**src/rtl/avalon_arb_pkg.sv**
```systemverilog
// Shared state encoding, constants and helpers for the Avalon read arbiter.
package avalon_arb_pkg;

  localparam int unsigned STATE_W    = 2;
  localparam int unsigned MAX_DATA_W = 64;

  typedef enum logic [STATE_W-1:0] {
    IDLE  = STATE_W'(0),
    ISSUE = STATE_W'(1),
    DONE  = STATE_W'(2)
  } arb_state_e;

  // Read data returned to the owner when a slave access is abandoned.
  localparam logic [MAX_DATA_W-1:0] ALL_ONES = '1;

  function automatic int unsigned idx_width(input int unsigned n);
    return (n > 1) ? $clog2(n) : 1;
  endfunction

endpackage

```
**src/rtl/avalon_read_arbiter_if.sv**
```systemverilog
// Signal bundle between the requesting masters, the read arbiter and the shared read-only slave.
interface avalon_read_arbiter_if #(
  parameter int unsigned NUM_MASTERS = 2,
  parameter int unsigned ADDR_W      = 1,
  parameter int unsigned DATA_W      = 32
);

  logic [NUM_MASTERS-1:0]        m_read;
  logic [NUM_MASTERS*ADDR_W-1:0] m_address;
  logic [NUM_MASTERS-1:0]        m_waitrequest;
  logic [DATA_W-1:0]             m_readdata;
  logic                          s_read;
  logic [ADDR_W-1:0]             s_address;
  logic [DATA_W-1:0]             s_readdata;
  logic                          s_waitrequest;

  modport arb (
    input  m_read, m_address, s_readdata, s_waitrequest,
    output m_waitrequest, m_readdata, s_read, s_address
  );

  modport master (
    output m_read, m_address,
    input  m_waitrequest, m_readdata
  );

  modport slave (
    input  s_read, s_address,
    output s_readdata, s_waitrequest
  );

endinterface

```
**src/rtl/rr_priority_picker.sv**
```systemverilog
// Combinational round-robin pick: first requester searching upward from last_grant+1 (mod N).
module rr_priority_picker #(
  parameter int unsigned NUM_MASTERS = 2,
  parameter int unsigned IDX_W       = 1
) (
  input  logic [NUM_MASTERS-1:0] req,
  input  logic [IDX_W-1:0]       last_grant,
  output logic [NUM_MASTERS-1:0] winner_onehot_c,
  output logic [IDX_W-1:0]       winner_idx_c,
  output logic                   valid_c
);

  always_comb begin
    logic [IDX_W-1:0] cand;
    cand            = '0;
    winner_onehot_c = '0;
    winner_idx_c    = '0;
    valid_c         = 1'b0;
    for (int unsigned off = 1; off <= NUM_MASTERS; off++) begin
      cand = IDX_W'((32'(last_grant) + off) % NUM_MASTERS);
      if (!valid_c && req[cand]) begin
        valid_c               = 1'b1;
        winner_idx_c          = cand;
        winner_onehot_c[cand] = 1'b1;
      end
    end
  end

endmodule

```
**src/rtl/avalon_read_arbiter.sv**
```systemverilog
// Round-robin arbiter giving NUM_MASTERS requesters one-at-a-time reads of a shared read-only slave.
// Optional ARB_TIMEOUT_EN: abandon a slave access after TIMEOUT_CYCLES stalled cycles.
module avalon_read_arbiter
  import avalon_arb_pkg::*;
#(
  parameter int unsigned NUM_MASTERS    = 2,
  parameter int unsigned ADDR_W         = 1,
  parameter int unsigned DATA_W         = 32,
  parameter int unsigned TIMEOUT_CYCLES = 255
) (
  input  logic                   clock,
  input  logic                   reset,
  avalon_read_arbiter_if.arb     bus,
  output logic [NUM_MASTERS-1:0] grant,
  output logic                   timeout_err
);

  localparam int unsigned IDX_W = idx_width(NUM_MASTERS);

  arb_state_e             state, state_d;
  logic [IDX_W-1:0]       winner, winner_d;
  logic [IDX_W-1:0]       last_grant, last_grant_d;
  logic [NUM_MASTERS-1:0] grant_d;
  logic [NUM_MASTERS-1:0] m_waitrequest_q, m_waitrequest_d;
  logic [DATA_W-1:0]      m_readdata_q, m_readdata_d;
  logic                   s_read_q, s_read_d;
  logic [ADDR_W-1:0]      s_address_q, s_address_d;

  logic [NUM_MASTERS-1:0] pick_onehot_c;
  logic [IDX_W-1:0]       pick_idx_c;
  logic                   pick_valid_c;

`ifdef ARB_TIMEOUT_EN
  localparam int unsigned CNT_W = $clog2(TIMEOUT_CYCLES + 1);
  logic [CNT_W-1:0] stall_cnt, stall_cnt_d;
  logic             timeout_q, timeout_d;
`else
  logic timeout_param_unused;
  assign timeout_param_unused = (TIMEOUT_CYCLES == 0);
`endif

  rr_priority_picker #(
    .NUM_MASTERS (NUM_MASTERS),
    .IDX_W       (IDX_W)
  ) u_picker (
    .req             (bus.m_read),
    .last_grant      (last_grant),
    .winner_onehot_c (pick_onehot_c),
    .winner_idx_c    (pick_idx_c),
    .valid_c         (pick_valid_c)
  );

  // Next-state and next-output logic.
  always_comb begin
    state_d         = state;
    winner_d        = winner;
    last_grant_d    = last_grant;
    grant_d         = grant;
    s_read_d        = s_read_q;
    s_address_d     = s_address_q;
    m_readdata_d    = m_readdata_q;
    m_waitrequest_d = '1;
`ifdef ARB_TIMEOUT_EN
    stall_cnt_d     = stall_cnt;
    timeout_d       = timeout_q;
`endif
    case (state)
      IDLE: begin
        if (pick_valid_c) begin
          winner_d    = pick_idx_c;
          grant_d     = pick_onehot_c;
          s_address_d = bus.m_address[pick_idx_c*ADDR_W +: ADDR_W];
          s_read_d    = 1'b1;
          state_d     = ISSUE;
`ifdef ARB_TIMEOUT_EN
          stall_cnt_d = '0;
`endif
        end
      end
      ISSUE: begin
        if (!bus.s_waitrequest) begin
          m_readdata_d            = bus.s_readdata;
          s_read_d                = 1'b0;
          m_waitrequest_d[winner] = 1'b0;
          state_d                 = DONE;
        end
`ifdef ARB_TIMEOUT_EN
        else if (stall_cnt == CNT_W'(TIMEOUT_CYCLES - 1)) begin
          m_readdata_d            = DATA_W'(ALL_ONES);
          s_read_d                = 1'b0;
          m_waitrequest_d[winner] = 1'b0;
          timeout_d               = 1'b1;
          state_d                 = DONE;
        end else begin
          stall_cnt_d = stall_cnt + 1'b1;
        end
`endif
      end
      DONE: begin
        last_grant_d = winner;
        grant_d      = '0;
        state_d      = IDLE;
      end
      default: state_d = IDLE;
    endcase
  end

  // Reset aborts any transfer in flight without a completion pulse.
  always_ff @(posedge clock or posedge reset) begin
    if (reset) begin
      state           <= IDLE;
      winner          <= '0;
      last_grant      <= IDX_W'(NUM_MASTERS - 1);
      grant           <= '0;
      s_read_q        <= 1'b0;
      s_address_q     <= '0;
      m_readdata_q    <= '0;
      m_waitrequest_q <= '1;
    end else begin
      state           <= state_d;
      winner          <= winner_d;
      last_grant      <= last_grant_d;
      grant           <= grant_d;
      s_read_q        <= s_read_d;
      s_address_q     <= s_address_d;
      m_readdata_q    <= m_readdata_d;
      m_waitrequest_q <= m_waitrequest_d;
    end
  end

`ifdef ARB_TIMEOUT_EN
  always_ff @(posedge clock or posedge reset) begin
    if (reset) begin
      stall_cnt <= '0;
      timeout_q <= 1'b0;
    end else begin
      stall_cnt <= stall_cnt_d;
      timeout_q <= timeout_d;
    end
  end

  assign timeout_err = timeout_q;
`else
  assign timeout_err = 1'b0;
`endif

  assign bus.s_read        = s_read_q;
  assign bus.s_address     = s_address_q;
  assign bus.m_readdata    = m_readdata_q;
  assign bus.m_waitrequest = m_waitrequest_q;

endmodule

```
**src/flat_wrapper.sv**
```systemverilog
// flat-port wrapper written by rule: the top's interface ports become plain ports
module avalon_read_arbiter_flat import avalon_arb_pkg::*;
#(
  parameter int unsigned NUM_MASTERS    = 2,
  parameter int unsigned ADDR_W         = 1,
  parameter int unsigned DATA_W         = 32,
  parameter int unsigned TIMEOUT_CYCLES = 255
)
  (clock, reset, grant, timeout_err, bus_m_read, bus_m_address, bus_s_readdata, bus_s_waitrequest, bus_m_waitrequest, bus_m_readdata, bus_s_read, bus_s_address);
  avalon_read_arbiter_if #(.NUM_MASTERS(NUM_MASTERS), .ADDR_W(ADDR_W), .DATA_W(DATA_W)) bus_i ();
  input  logic clock;
  input  logic reset;
  output logic [NUM_MASTERS-1:0] grant;
  output logic timeout_err;
  input wire logic [$bits(bus_i.m_read)-1:0] bus_m_read;
  input wire logic [$bits(bus_i.m_address)-1:0] bus_m_address;
  input wire logic [$bits(bus_i.s_readdata)-1:0] bus_s_readdata;
  input wire logic [$bits(bus_i.s_waitrequest)-1:0] bus_s_waitrequest;
  output wire logic [$bits(bus_i.m_waitrequest)-1:0] bus_m_waitrequest;
  output wire logic [$bits(bus_i.m_readdata)-1:0] bus_m_readdata;
  output wire logic [$bits(bus_i.s_read)-1:0] bus_s_read;
  output wire logic [$bits(bus_i.s_address)-1:0] bus_s_address;
  assign bus_i.m_read = bus_m_read;
  assign bus_i.m_address = bus_m_address;
  assign bus_i.s_readdata = bus_s_readdata;
  assign bus_i.s_waitrequest = bus_s_waitrequest;
  assign bus_m_waitrequest = bus_i.m_waitrequest;
  assign bus_m_readdata = bus_i.m_readdata;
  assign bus_s_read = bus_i.s_read;
  assign bus_s_address = bus_i.s_address;
  avalon_read_arbiter #(.NUM_MASTERS(NUM_MASTERS), .ADDR_W(ADDR_W), .DATA_W(DATA_W), .TIMEOUT_CYCLES(TIMEOUT_CYCLES)) u_core (.clock(clock), .reset(reset), .bus(bus_i), .grant(grant), .timeout_err(timeout_err));
endmodule
```
**config.mk**
```make
export PLATFORM = sky130hd
export DESIGN_NAME = avalon_read_arbiter_flat
export DESIGN_NICKNAME = d
export VERILOG_FILES = /design/src/rtl/avalon_arb_pkg.sv /design/src/rtl/avalon_read_arbiter_if.sv /design/src/rtl/rr_priority_picker.sv /design/src/rtl/avalon_read_arbiter.sv /design/src/flat_wrapper.sv
export SDC_FILE = /design/constraint.sdc
export NUM_CORES = 1
export LEC_CHECK = 0
export ABC_CLOCK_PERIOD_IN_PS = 2300
export BUFFER_PORTS_ARGS = -buffer_cell sky130_fd_sc_hd__buf_2
export CORE_AREA = 2 2 68 57
export DETAILED_ROUTE_END_ITERATION = 8
export DIE_AREA = 0 0 70 59
export PLACE_DENSITY = 0.82
export SYNTH_ARGS = -nofsm -noshare
export SYNTH_HDL_FRONTEND = slang
export SYNTH_SLANG_ARGS = --single-unit
```
**constraint.sdc**
```tcl
create_clock -name clock -period 2.3 [get_ports clock]
set_input_delay 0.46 -clock clock [delete_from_list [all_inputs] [get_ports clock]]
set_output_delay 0.46 -clock clock [all_outputs]
set_load 0.05 [all_outputs]
```
==> flow_metrics.py, run 1 <==
metrics = {
    "grt": {
        "antenna_found_initial": 0,
        "grt_overflow": 0,
        "grt_pass1_vias": 1171,
        "grt_pass1_wl_mm": 5.01,
        "grt_start_max_net_pins": 27,
        "grt_usage_pct": 16.0,
    },
    "detailed_routing": {
        "routed_via_density": 4.86,
        "postRouteAntennaNets": 0,
        "drt_first_pass_iters": 5,
        "vias": 1118,
        "drt-initial-drc-count": 46,
        "wl_per_cell_microns": 13.4,
        "wl_mm": 3.09,
        "drcViolationCount": 0,
    },
    "cts": {
        "tritoncts": "built",
        "cts.clk_slew.worst_paths_ns": 0.07,
        "htreeDepth": 2,
        "cts_buffers": 5,
        "ctsHoldBuffers": 0,
        "insertion_delay_ns": 0.28,
        "ctsResizeCount": 0,
        "root_buffer": "clkbuf_8",
        "clock-sinks": 42,
        "clock_path_buffers": 2,
        "post-cts-setup-buffer-count": 0,
    },
    "run_status": {
        "outcome": "complete, no violations",
    },
    "floorplanning": {
        "die_w_microns": 70,
        "fp.dieH_microns": 59,
        "ios": 78,
        "core_sq_mm": 0.00338,
        "num_rows": 19,
        "initial_core_util_pct": 48.0,
        "dieArea_sq_mm": 0.00413,
    },
    "placed_design": {
        "place_congestion": 0.727,
        "place.port_buffers": 76,
        "dp_hpwl_mm": 2.46,
    },
    "critical_path": {
        "crit_chain": "buf_2",
        "max_stage_delay_ns": 0.53,
        "critPathRequiredTime_ns": 1.84,
        "crit_slowest_cell": "dfstp_2",
        "end_kind": "output port",
        "worst-path-buf-inv": 1,
        "cp_top_family": "flip-flops",
        "arrival_ns": 1.07,
        "critPathKind": "reg2out",
        "crit_fanout": 1,
        "start_kind": "register",
    },
    "synthesis": {
        "syn_avg_cell_area_sq_um": 15.4,
        "ys_seq_elements": 42,
        "syn_inst": 105,
        "synthDistinctLibCells": 18,
        "syn-num-nets": 144,
        "yosysWarnings": 0,
        "ys_seq_area_share_pct": 65.0,
        "syn_area_sq_mm": 0.00162,
    },
    "timing": {
        "tightest_slew_ns": 0.658,
        "clock.fmax_ghz": 0.655,
        "hold_viol": 0,
        "setup_viol": 0,
        "slew_headroom_pct": 56.1,
        "finalSetupTns_ns": 0,
        "layout_min_cycle_time_ns": 1.53,
        "rsz0062_at_grt": "no",
        "fin_crit_sh_pct": 66.4,
        "fin_skew_ns": 0.00588,
        "slew_viol_final": 0,
    },
    "layout": {
        "drive_above_1_share_pct": 65.4,
        "layout_commonest_cell": "buf_2",
        "antenna_cells": 0,
        "nFillCells": 289,
        "layout_common_cells": "buf_2, dfrtp_1, mux2_2",
        "fin_nets": 226,
        "syn2layout_area_growth_pct": 31.9,
    },
    "run": {
        "drv_cap": 0,
    },
    "worst_hold_path": {
        "hp-class": "in2async",
    },
}
-- worst paths after layout --
check | start | to | slack [ns] | cells past startpoint
hold reg to reg | u_core.winner$_DFFE_PP0P_ | u_core.bus.m_waitrequest[1]$_DFF_PP1_ | 0.47 | 1
hold / removal | reset | u_core.bus.m_readdata[31]$_DFFE_PP0P_ | 0.26 | 2
max in group asynchronous | reset | u_core.bus.m_readdata[17]$_DFFE_PP0P_ | 1.48 | 3
min in group clock | bus_s_readdata[20] | u_core.bus.m_readdata[20]$_DFFE_PP0P_ | 0.39 | 2
setup / recovery | u_core.bus.m_waitrequest[0]$_DFF_PP1_ | bus_m_waitrequest[0] | 0.77 | 1
setup reg to reg | u_core.state[0]$_DFFE_PP0P_ | u_core.bus.m_readdata[25]$_DFFE_PP0P_ | 0.79 | 4
-- routing by layer --
layer  part of all wire [%]  vias to the layer above  GRT usage (%)
met1                     38                      534           17.2
met2                     52                       52           29.7
li1                       -                      527              -
met3                    8.4                        5           5.27
met5                      0                        -              0
met4                    1.2                        0           6.59
-- sequential cells by signal, summed over array words and instances (netlist names) --
signal and cells:
u_core.last_grant 1, u_core.bus.s_read 1, u_core.bus.s_address 1, u_core.winner 1, u_core.state 2, u_core.grant 2
u_core.bus.m_readdata 32, u_core.bus.m_waitrequest 2
-- kinds of logic (layout without fill, tap and decap cells) --
| logic type | count (synthesis) | count (layout) | synth area share (%) |
|---|---|---|---|
| AND/OR/NAND/NOR | 11 | 11 | 3.86 |
| buffers and inverters | 8 | 91 | 3.47 |
| flip-flops | 42 | 42 | 65.0 |
| AO/OA/AOI/OAI | 9 | 9 | 3.78 |
| multiplexers | 34 | 34 | 23.6 |
| other | 1 | 1 | 0.231 |
-- cell usage after synthesis --
library cell / number / area share [%]
conb_1: 1 / 0.23
nor2_1: 2 / 0.46
nor3_4: 1 / 1.0
buf_4: 1 / 0.46
a32oi_1: 1 / 0.54
a21boi_0: 2 / 0.93
nand2_1: 5 / 1.2
buf_6: 3 / 2.1
mux2_1: 2 / 1.4
dfrtp_1: 39 / 60
o21ai_0: 4 / 1.2
a31o_2: 1 / 0.54
a22o_1: 1 / 0.54
mux2_2: 32 / 22
inv_1: 4 / 0.93
nand3b_1: 1 / 0.46
dfstp_2: 3 / 4.9
nand2b_1: 2 / 0.77
-- layout make-up --
class                           count  area [sq um]  share of cell area [%]
Tap cell                           42          52.6                    2.46
Clock buffer                        7          86.3                    4.04
Multi-Input combinational cell     55           510                    23.9
Sequential cell                    42          1050                    49.3
Timing Repair Buffer               79           415                    19.4
Inverter                            4          15.0                   0.702
Clock inverter                      1          5.00                   0.234
-- metrics by stage --
stage / cell area (sq um) / std cells / hold slack (ns) / setup slack (ns) / utilization, %
3_3_place_gp: 2050 / 222 / 0.455 / 0.696 / 60.7
5_1_grt: 2140 / 230 / 0.303 / 0.712 / 63.4
4_1_cts: 2140 / 230 / 0.267 / 0.764 / 63.4
2_1_floorplan: 1620 / 105 / 0.406 / 0.807 / -
6_report: 2140 / 230 / 0.257 / 0.774 / 63.4
3_5_place_dp: 2050 / 222 / 0.459 / 0.569 / 60.7
Power of run 1 is left out: the tool's default activity adds up to more than one toggle a clock period on the data nets, which glitch-free logic cannot reach.
==> run 2: changes to the inputs <==
--- a/config.mk
+++ b/config.mk
@@ -5,12 +5,13 @@
 export SDC_FILE = /design/constraint.sdc
 export NUM_CORES = 1
 export LEC_CHECK = 0
-export ABC_CLOCK_PERIOD_IN_PS = 2300
+export ABC_AREA = 1
+export ABC_CLOCK_PERIOD_IN_PS = 1200
 export BUFFER_PORTS_ARGS = -buffer_cell sky130_fd_sc_hd__buf_2
-export CORE_AREA = 2 2 68 57
+export CORE_AREA = 2 2 75 63
 export DETAILED_ROUTE_END_ITERATION = 8
-export DIE_AREA = 0 0 70 59
-export PLACE_DENSITY = 0.82
+export DIE_AREA = 0 0 77 65
+export PLACE_DENSITY = 0.74
 export SYNTH_ARGS = -nofsm -noshare
 export SYNTH_HDL_FRONTEND = slang
 export SYNTH_SLANG_ARGS = --single-unit
==> constraint.sdc (replaced) <==
create_clock -name clock -period 1.2 [get_ports clock]
set_input_delay 0.24 -clock clock [delete_from_list [all_inputs] [get_ports clock]]
set_output_delay 0.24 -clock clock [all_outputs]
set_load 0.05 [all_outputs]
==> run 2 against run 1 <==
Routed wire length rose by 13%. Cell count rose by 43%. Flip-flop and latch count did not move. Register-to-register slack got worse by 0.67 ns. Worst setup slack got worse by 0.80 ns. Cell area rose by 7.5%. The run now ends with negative setup slack left. Hold slack got worse by 0.11 ns.
==> flow_metrics.py, run 2 <==
metrics = {
    "synthesis": {
        "syn_inst": 187,
        "ys.flop_type": "dfrtp_1",
        "synthDistinctLibCells": 19,
        "ys_seq_elements": 42,
        "ys_seq_area_share_pct": 61.1,
        "ys_async_sr_fraction_pct": 100,
        "syn-num-nets": 226,
        "yosys-top-cells-area": "dfrtp_1, nand2_1, nand2_2",
        "yosys.area.top_type_share_pct": 56.5,
        "synth_edf_count": 0,
        "yosysWarnings": 0,
        "synth_top_area_cell": "dfrtp_1",
        "syn_avg_cell_area_sq_um": 9.23,
        "ys_top_cells_by_count": "nand2_1, dfrtp_1, nand2_2",
        "yosysMostFrequentCell": "nand2_1",
        "syn_area_sq_mm": 0.00173,
    },
    "cts": {
        "root_buffer": "clkbuf_8",
        "cts_buffers": 5,
        "clock_path_buffers": 2,
        "tritoncts": "built",
        "htreeDepth": 2,
        "cts.clk_slew.worst_paths_ns": 0.07,
        "clock-sinks": 42,
        "insertion_delay_ns": 0.29,
    },
    "power_and_ir_drop": {
        "power_mw": 7.43,
        "ir_drop_uv": 1380,
        "seqPwrFrac_pct": 33.0,
        "switching_share_pct": 52.4,
        "power.switching_mw": 3.89,
        "p_int_mw": 3.54,
        "cellLeakagePower_nw": 1.32,
        "clkPwrFrac_pct": 12.2,
        "power_density_mw_per_mm2": 3230,
        "combinationalPowerShare_pct": 54.8,
    },
    "detailed_routing": {
        "drt_first_pass_iters": 4,
        "postRouteAntennaNets": 0,
        "wl_mm": 3.48,
        "vias": 1417,
        "wl_per_cell_microns": 10.6,
        "drt-initial-drc-count": 94,
        "routed_via_density": 4.32,
        "drcViolationCount": 0,
    },
    "layout": {
        "largest_reg_flops": 32,
        "final_core_util_pct": 52.9,
        "final_area_sq_mm": 0.00230,
        "drive_above_1_share_pct": 40.3,
        "nFillCells": 438,
        "layout_commonest_cell": "nand2_1",
        "syn2layout_area_growth_pct": 33.3,
        "fin_nets": 306,
        "antenna_cells": 0,
        "layout_common_cells": "nand2_1, buf_2, dfrtp_1",
    },
    "run_status": {
        "outcome": "finished, violations left",
        "violations": "negative setup slack",
    },
    "timing": {
        "slew_viol_final": 0,
        "layout_min_cycle_time_ns": 1.22,
        "clock.fmax_ghz": 0.818,
        "setup_viol": 2,
        "rsz0062_at_grt": "yes",
        "fin_crit_sh_pct": 102,
        "finalHoldWorstSlack_ns": 0.146,
        "fin_skew_ns": 0.00357,
        "hold_viol": 0,
        "setup_ws_ns": -0.0227,
    },
    "grt": {
        "grt_overflow": 0,
        "grt_start_max_net_pins": 43,
        "grt_pass1_wl_mm": 5.86,
        "grt_usage_pct": 15.2,
        "grt_pass1_vias": 1309,
        "antenna_found_initial": 0,
    },
    "floorplanning": {
        "initial_core_util_pct": 39.7,
        "core_sq_mm": 0.00435,
        "dieArea_sq_mm": 0.00501,
        "num_rows": 22,
        "ios": 78,
        "die_w_microns": 77,
        "fp.dieH_microns": 65,
    },
    "critical_path": {
        "critPathKind": "reg2out",
        "critPathRequiredTime_ns": 0.96,
        "cp_top_family": "flip-flops",
        "crit_chain": "buf_8",
        "worst-path-buf-inv": 1,
        "end_kind": "output port",
        "crit_slowest_cell": "dfstp_2",
        "crit_fanout": 1,
        "startpoint": "u_core.bus.m_waitrequest[0]$_DFF_PP1_",
        "start_kind": "register",
        "r2r-start": "u_core.state[1]$_DFFE_PP0P_",
        "arrival_ns": 0.98,
        "max_stage_delay_ns": 0.55,
    },
    "placed_design": {
        "post-place-ws_ns": 0.113,
        "place.port_buffers": 76,
        "dp_hpwl_mm": 2.45,
        "place_congestion": 0.698,
        "placed_cell_area_sq_mm": 0.00216,
    },
    "worst_hold_path": {
        "holdCritStartpoint": "bus_s_readdata[21]",
        "hp-class": "in2reg",
    },
    "run": {
        "drv_cap": 0,
    },
}
[run 2: final cells by class]
type	count	area (sq um)	share of cell area [%]
sequential	42	1050	45.8
multi-input combinational	127	542	23.5
timing repair buffer	80	488	21.2
clock buffer	7	86.3	3.75
tap	60	75.1	3.26
inverter	11	50.0	2.18
clock inverter	1	5.00	0.218
[run 2: worst paths after layout]
kind	cells after the start	slack, ns	endpoint
setup / recovery	1	-0.02	bus_m_waitrequest[0]
hold / removal	3	0.15	u_core.bus.m_readdata[21]$_DFFE_PP0P_
setup reg to reg	6	0.12	u_core.bus.m_readdata[11]$_DFFE_PP0P_
hold reg to reg	1	0.46	u_core.bus.m_waitrequest[1]$_DFF_PP1_
max in group asynchronous	4	0.39	u_core.last_grant$_DFFE_PP1P_
min in group asynchronous	4	0.54	u_core.bus.m_readdata[5]$_DFFE_PP0P_
[run 2: kinds of logic (layout without fill, tap and decap cells)]
logic type,Yosys count,count (layout),share of synthesized area (%)
AO/OA/AOI/OAI,4,4,1.16
buffers and inverters,18,99,7.54
flip-flops,42,42,61.1
other,1,1,0.217
AND/OR/NAND/NOR,122,122,30.0
[run 2: metrics by stage]
step                cells  setup TNS (ns)
floorplan             187               0
global placement      319               0
detailed placement    319               0
CTS                   328         -0.0534
global route          328         -0.0870
finish                328         -0.0343
[run 2: power by group through the flow]
stage | clock, mW | combinational (mW) | sequential, mW
floorplan | 0 | 1.10 | 4.51
global placement | 0 | 3.97 | 2.46
detailed placement | 0 | 4.04 | 2.45
CTS | 0.954 | 4.06 | 2.45
global route | 1.01 | 4.36 | 2.53
finish | 0.905 | 4.07 | 2.45
[run 2: what timing repair did]
action | CTS | global route
setup endpoints to repair | 2 | 9
gates resized for setup | 5 | 8
endpoints found under the hold margin | 39 | 0
pin swaps | 0 | 0
buffers inserted | 0 | 0
hold buffers | 1 | 0
[run 2: routing by layer]
metal / share of wire [%] / GRT usage, %
met2: 41 / 22.5
met3: 10 / 5.99
met4: 1.6 / 6.70
met1: 47 / 19.9
met5: 0 / 0
Power figures use the tool's default switching activity.
